`src/rtl/alu_serial_ctrl_if.sv`:
```
// ============================================================================
// Module   : alu_serial_ctrl_if
// Purpose  : Request/result bundle between a client and the bit-serial ALU
//            sequencer. The client drives start/op/operands, and the sequencer
//            returns ready/done, the result and the flags.
// Revision : 1.0 - initial release
// ============================================================================
`default_nettype none

interface alu_serial_ctrl_if #(
  parameter int WIDTH = 32
);
  logic             start;
  logic [2:0]       op;
  logic [WIDTH-1:0] opA;
  logic [WIDTH-1:0] opB;
  logic             ready;
  logic             done;
  logic [WIDTH-1:0] result;
  logic             zero;
  logic             carry;
  logic             overflow;
  logic             err;

  modport master (
    output start, op, opA, opB,
    input  ready, done, result, zero, carry, overflow, err
  );

  modport slave (
    input  start, op, opA, opB,
    output ready, done, result, zero, carry, overflow, err
  );
endinterface

`default_nettype wire

```
`src/rtl/alu_serial_ctrl.sv`:
```
// ============================================================================
// Module   : alu_serial_ctrl
// Purpose  : Bit-serial sequencer that turns one combinational 1-bit ALU slice
//            into a full-width ALU. It runs LSB first and feeds the carry back.
// Revision : 1.0 - initial release
// ============================================================================
`default_nettype none

module alu_serial_ctrl #(
  parameter int WIDTH = 32
) (
  input  wire logic       clk,
  input  wire logic       rst_n,
  alu_serial_ctrl_if.slave bus,
  output logic            aluA,
  output logic            aluB,
  output logic            aluCin,
  output logic [1:0]      aluSel,
  output logic            aluBinvert,
  output logic            aluLess,
  input  wire logic       aluDataOut,
  input  wire logic       aluCout
);

  localparam int CNT_W = $clog2(WIDTH);

  localparam logic [2:0] ST_IDLE    = 3'd0;
  localparam logic [2:0] ST_RUN     = 3'd1;
  localparam logic [2:0] ST_SLT_FIX = 3'd2;
  localparam logic [2:0] ST_ILLEGAL = 3'd3;
  localparam logic [2:0] ST_DONE    = 3'd4;

  localparam logic [2:0] OP_AND = 3'b000;
  localparam logic [2:0] OP_OR  = 3'b001;
  localparam logic [2:0] OP_ADD = 3'b010;
  localparam logic [2:0] OP_SUB = 3'b110;
  localparam logic [2:0] OP_SLT = 3'b111;

  logic [2:0]       state;
  logic [2:0]       state_nxt;
  logic [2:0]       op_q;
  logic [WIDTH-1:0] a_sh;
  logic [WIDTH-1:0] b_sh;
  logic [WIDTH-1:0] result_q;
  logic [CNT_W-1:0] cnt;
  logic             carry_q;
  logic             sign_q;
  logic             zero_q;
  logic             carry_out_q;
  logic             ovf_q;
  logic             err_q;

  logic             idle_like;
  logic             accept;
  logic             op_legal;
  logic             last_bit;
  logic             is_arith;
  logic             is_slt;
  logic [WIDTH-1:0] result_shift;

  assign idle_like    = (state == ST_IDLE) || (state == ST_DONE);
  assign accept       = bus.start && idle_like;
  assign op_legal     = bus.op inside {OP_AND, OP_OR, OP_ADD, OP_SUB, OP_SLT};
  assign last_bit     = (cnt == CNT_W'(WIDTH - 1));
  // ADD, SUB and SLT all have op[1] set. AND and OR do not.
  assign is_arith     = op_q[1];
  assign is_slt       = (op_q == OP_SLT);
  assign result_shift = {aluDataOut, result_q[WIDTH-1:1]};

  // State register
  always_ff @(posedge clk or negedge rst_n) begin
    if (!rst_n) begin
      state <= ST_IDLE;
    end else begin
      state <= state_nxt;
    end
  end

  // Next-state logic
  always_comb begin
    state_nxt = state;
    case (state)
      ST_IDLE, ST_DONE: begin
        if (bus.start) begin
          state_nxt = op_legal ? ST_RUN : ST_ILLEGAL;
        end else begin
          state_nxt = ST_IDLE;
        end
      end
      ST_RUN: begin
        if (last_bit) begin
          state_nxt = is_slt ? ST_SLT_FIX : ST_DONE;
        end
      end
      ST_SLT_FIX, ST_ILLEGAL: state_nxt = ST_DONE;
      default:                state_nxt = ST_IDLE;
    endcase
  end

  // Outputs: a function of registered state only, so there is no path from start or the operands.
  always_comb begin
    aluA       = 1'b0;
    aluB       = 1'b0;
    aluCin     = 1'b0;
    aluSel     = 2'b00;
    aluBinvert = 1'b0;
    aluLess    = 1'b0;
    bus.ready  = idle_like;
    bus.done   = (state == ST_DONE);
    case (state)
      ST_RUN: begin
        aluA       = a_sh[0];
        aluB       = b_sh[0];
        aluCin     = carry_q;
        aluBinvert = op_q[2];
        aluSel     = is_arith ? 2'b10 : {1'b0, op_q[0]};
      end
      ST_SLT_FIX: begin
        aluSel  = 2'b11;
        aluLess = sign_q ^ ovf_q;
      end
      default: ;
    endcase
  end

  always_ff @(posedge clk or negedge rst_n) begin
    if (!rst_n) begin
      op_q        <= '0;
      a_sh        <= '0;
      b_sh        <= '0;
      result_q    <= '0;
      cnt         <= '0;
      carry_q     <= 1'b0;
      sign_q      <= 1'b0;
      zero_q      <= 1'b0;
      carry_out_q <= 1'b0;
      ovf_q       <= 1'b0;
      err_q       <= 1'b0;
    end else begin
      case (state)
        ST_IDLE, ST_DONE: begin
          if (accept) begin
            op_q        <= bus.op;
            a_sh        <= bus.opA;
            b_sh        <= bus.opB;
            cnt         <= '0;
            carry_q     <= bus.op[2];
            zero_q      <= 1'b0;
            carry_out_q <= 1'b0;
            ovf_q       <= 1'b0;
            err_q       <= !op_legal;
            if (!op_legal) begin
              result_q <= '0;
            end
          end
        end
        ST_RUN: begin
          result_q <= result_shift;
          carry_q  <= aluCout;
          a_sh     <= a_sh >> 1;
          b_sh     <= b_sh >> 1;
          cnt      <= cnt + CNT_W'(1);
          if (last_bit) begin
            sign_q <= aluDataOut;
            if (is_arith) begin
              ovf_q <= carry_q ^ aluCout;
            end
            // SLT reports no carry. Its zero flag is settled in SLT_FIX.
            carry_out_q <= is_arith && !is_slt && aluCout;
            if (!is_slt) begin
              zero_q <= (result_shift == '0);
            end
          end
        end
        ST_SLT_FIX: begin
          result_q <= {{(WIDTH-1){1'b0}}, aluDataOut};
          zero_q   <= !aluDataOut;
        end
        default: ;
      endcase
    end
  end

  assign bus.result   = result_q;
  assign bus.zero     = zero_q;
  assign bus.carry    = carry_out_q;
  assign bus.overflow = ovf_q;
  assign bus.err      = err_q;

endmodule

`default_nettype wire

```
`src/flat_wrapper.sv`:
```
// flat-port wrapper written by rule: the top's interface ports become plain ports
module alu_serial_ctrl_flat 
#(
  parameter int WIDTH = 32
)
  (clk, rst_n, aluA, aluB, aluCin, aluSel, aluBinvert, aluLess, aluDataOut, aluCout, bus_start, bus_op, bus_opA, bus_opB, bus_ready, bus_done, bus_result, bus_zero, bus_carry, bus_overflow, bus_err);
  alu_serial_ctrl_if #(.WIDTH(WIDTH)) bus_i ();
  input  wire logic clk;
  input  wire logic rst_n;
  output logic aluA;
  output logic aluB;
  output logic aluCin;
  output logic [1:0] aluSel;
  output logic aluBinvert;
  output logic aluLess;
  input  wire logic aluDataOut;
  input  wire logic aluCout;
  input wire logic [$bits(bus_i.start)-1:0] bus_start;
  input wire logic [$bits(bus_i.op)-1:0] bus_op;
  input wire logic [$bits(bus_i.opA)-1:0] bus_opA;
  input wire logic [$bits(bus_i.opB)-1:0] bus_opB;
  output wire logic [$bits(bus_i.ready)-1:0] bus_ready;
  output wire logic [$bits(bus_i.done)-1:0] bus_done;
  output wire logic [$bits(bus_i.result)-1:0] bus_result;
  output wire logic [$bits(bus_i.zero)-1:0] bus_zero;
  output wire logic [$bits(bus_i.carry)-1:0] bus_carry;
  output wire logic [$bits(bus_i.overflow)-1:0] bus_overflow;
  output wire logic [$bits(bus_i.err)-1:0] bus_err;
  assign bus_i.start = bus_start;
  assign bus_i.op = bus_op;
  assign bus_i.opA = bus_opA;
  assign bus_i.opB = bus_opB;
  assign bus_ready = bus_i.ready;
  assign bus_done = bus_i.done;
  assign bus_result = bus_i.result;
  assign bus_zero = bus_i.zero;
  assign bus_carry = bus_i.carry;
  assign bus_overflow = bus_i.overflow;
  assign bus_err = bus_i.err;
  alu_serial_ctrl #(.WIDTH(WIDTH)) u_core (.clk(clk), .rst_n(rst_n), .bus(bus_i), .aluA(aluA), .aluB(aluB), .aluCin(aluCin), .aluSel(aluSel), .aluBinvert(aluBinvert), .aluLess(aluLess), .aluDataOut(aluDataOut), .aluCout(aluCout));
endmodule
```
`config.mk`:
```
export PLATFORM = sky130hd
export DESIGN_NAME = alu_serial_ctrl_flat
export DESIGN_NICKNAME = d
export VERILOG_FILES = /design/src/rtl/alu_serial_ctrl_if.sv /design/src/rtl/alu_serial_ctrl.sv /design/src/flat_wrapper.sv
export SDC_FILE = /design/constraint.sdc
export NUM_CORES = 1
export LEC_CHECK = 0
export ABC_AREA = 0
export CORE_ASPECT_RATIO = 0.8
export CORE_MARGIN = 10
export CORE_UTILIZATION = 54
export CTS_CLUSTER_DIAMETER = 40
export DETAILED_ROUTE_END_ITERATION = 8
export PLACE_DENSITY = 0.95
export SLEW_MARGIN = 20
export SYNTH_ARGS = -nofsm -noshare
export SYNTH_HDL_FRONTEND = slang
export SYNTH_SLANG_ARGS = --single-unit
```
`constraint.sdc`:
```
create_clock -name clk -period 4.7 [get_ports clk]
set_input_delay 0.705 -clock clk [delete_from_list [all_inputs] [get_ports clk]]
set_output_delay 0.705 -clock clk [all_outputs]
set_load 0.01 [all_outputs]
```
==> results.cfg <==
[worst_setup_path]
path_cells = nor3b_4 -> and2_1 -> clkdlybuf4s50_1
crit_arrival_ps = 2420
cpMaxStageDelayCell = nor3b_4
path_buf_inv = 1
end_kind = output port
crit_type = reg2out
path_max_fanout = 16
rr_worst_depth = 4
critPathMaxStageDelay_ps = 660
required_ps = 3990
start_kind = flop
cp_top_family = simple AND/OR/NAND/NOR gates
crit_cells = 3

[grt]
grt_pass1_wl_mm = 21.9
first_global_vias = 4375
grt_start_max_net_pins = 130
antenna_found_initial = 0
track_usage_pct = 20.0
grt-ovfl-total = 0

[pwr]
power_density_nw_per_um2 = 724
ir_drop_mv = 0.419
power_leakage_nw = 2.98

[drt]
vias_per_cell = 5.76
ant_nets = 0
via_count = 4380
drtIter0Drc = 507
wl_per_cell_um = 17.5
first_pass_iters = 5
drt_wl_total_mm = 13.3
drc = 0

[logic_synthesis]
yosysWarnings = 0
yosysTopAreaCell = dfrtp_1
synth_edf_count = 0
synthFlopType = dfrtp_1
synth_most_common_cell = nand2_1
ys_types = 35
synth_area_um2 = 4980
synth_seq_area_share_pct = 56.8
synthTopCellsByArea = dfrtp_1 57%, nand2_1 11%, a31oi_1 7.9%, a22o_1 6.0%, nor2_1 5.4%
synthArstFlopShare_pct = 100
synth_top_area_share_pct = 56.8
synthTopCellsByCount = 148 x nand2_1, 113 x dfrtp_1, 71 x nor2_1
synth_seq_cells = 113
syn_inst = 533
postSynthAreaPerCell_um2 = 9.34
syn-num-nets = 607

[timing]
rsz0062_at_grt = false
finalMaxSlewViolations = 0
setup_tns_ps = 0
relSlewSlack_pct = 45.0
skew_ps = 8.96
tightest_slew_ps = 824
fmax_mhz = 320
whs_ps = 321
period_minus_slack_ps = 3120
finalHoldViolCount = 0
period_share_pct = 66.4
finalSetupViolCount = 0

[cts]
cts.htree.levels = 4
cts_tree = yes
cts-resized-gates = 0
holdBufCountCts = 0
postCtsSetupBuffers = 0
insertion_delay_ps = 410
cts-buffers-inserted = 17
clkSinkCount = 113
cts-root-buf = clkbuf_16
cts_buffer_depth = 2
path_clk_slew_ps = 50

[die]
io-pin-count = 117
die_area_um2 = 13500
die_h_um = 106
rows = 31
start_util_pct = 55.1
fp.dieW_um = 127
core_um2 = 9040

[place]
placed_cells = 728
place.port_buffers = 116
dp_hpwl_mm = 8.87
gp_congestion = 0.820

[run_status]
status = finished, final reports clean

[finish]
fill_cells = 632
drive_gt1_share_pct = 6.81
final_nets = 707
diodes = 0
syn_to_final_growth_pct = 36.3
fin_cells = 761

[job]
drv_cap = 0

[min_path]
min_path_type = in2async
## worst reg2reg max path: cells and delay by family (launching register included)
family | cells | cell delay, ps
AOI/OAI and AO/OA | 1 | 180
buffers and inverters | 1 | 450
DFF | 1 | 570
muxes | 1 | 340
and+or+nand+nor | 1 | 660
## flip-flops by register name (all words and copies together) (netlist names)
name,cells
u_core.bus.err,1
u_core.a_sh,32
u_core.state,3
u_core.op_q,3
u_core.carry_q,1
u_core.sign_q,1
u_core.b_sh,32
u_core.bus.overflow,1
u_core.bus.result,32
u_core.cnt,5
u_core.bus.zero,1
u_core.bus.carry,1
## where the power goes
group | internal (mW) | leakage (nW) | switching, mW
Combinational | 0.837 | 1.33 | 1.00
Sequential | 1.39 | 1.34 | 0.324
Clock | 0.925 | 0.310 | 0.433
Total | 3.15 | 2.98 | 1.76
## per-stage QoR
stage / power, mW / instance area (um2) / setup WS [ps] / utilization, %
2_1_floorplan: 2.87 / 4980 / 2570 / -
3_3_place_gp: 3.42 / 6130 / 2030 / 67.9
3_5_place_dp: 3.53 / 6130 / 1960 / 67.9
4_1_cts: 4.93 / 6760 / 1560 / 74.8
5_1_grt: 5.24 / 6780 / 1440 / 75.1
6_report: 4.91 / 6780 / 1580 / 75.1
## final timing paths
check	from	end	slack, ps
min in group clk	u_core.bus.result[0]	u_core.bus.result[0]	490
worst min-delay path	rst_n	u_core.a_sh[16]	320
worst max-delay path	u_core.state[0]	aluBinvert	1580
worst max register to register	u_core.state[0]	u_core.bus.zero	2380
max in group asynchronous	rst_n	u_core.b_sh[11]	3440
worst min register to register	u_core.bus.result[0]	u_core.bus.result[0]	490
## kinds of logic (layout without fill, tap and decap cells)
kind of cell / count (synthesis) / in the layout / share of synthesized area, %
AO/OA/AOI/OAI: 118 / 118 / 16.7
XOR/XNOR: 3 / 3 / 0.528
adder cells (fa/ha/maj): 2 / 2 / 0.503
buffers and inverters: 41 / 154 / 3.95
flip-flops: 113 / 113 / 56.8
multiplexers: 2 / 2 / 0.453
AND/OR/NAND/NOR: 254 / 254 / 21.0
## metal layers
layer | vias to the layer above | global-route usage [%] | share of wire (%)
li1 | 2047 | - | -
met1 | 2164 | 24.0 | 40
met2 | 153 | 33.1 | 51
met3 | 16 | 6.41 | 6.7
met4 | 0 | 7.39 | 1.6
met5 | - | 0 | 0
## area by class of cell
cell class | instances | area [um2] | share of cell area (%)
clock buffers | 22 | 474 | 6.99
multi-input cells | 379 | 1970 | 29.0
flip-flops and latches | 113 | 2830 | 41.7
repair buffers | 122 | 1210 | 17.9
well taps | 115 | 144 | 2.12
clock inverters | 10 | 156 | 2.31
## cells in the final DEF, fill, tap and decap left out, types with 2 or more instances in the layout
cell / count
nand3_1: 7
nand2b_1: 4
o21ai_1: 8
a21oi_1: 5
o22ai_1: 2
nor4_1: 8
a31oi_1: 63
ha_1: 2
and2_1: 7
clkbuf_1: 2
clkbuf_16: 17
nand2_1: 148
dfrtp_1: 113
nor2_1: 71
buf_4: 4
buf_6: 3
xor2_1: 2
a22o_1: 34
clkinv_2: 4
bufinv_16: 4
clkdlybuf4s50_1: 115
clkbuf_8: 3
Power figures use the tool's default switching activity.
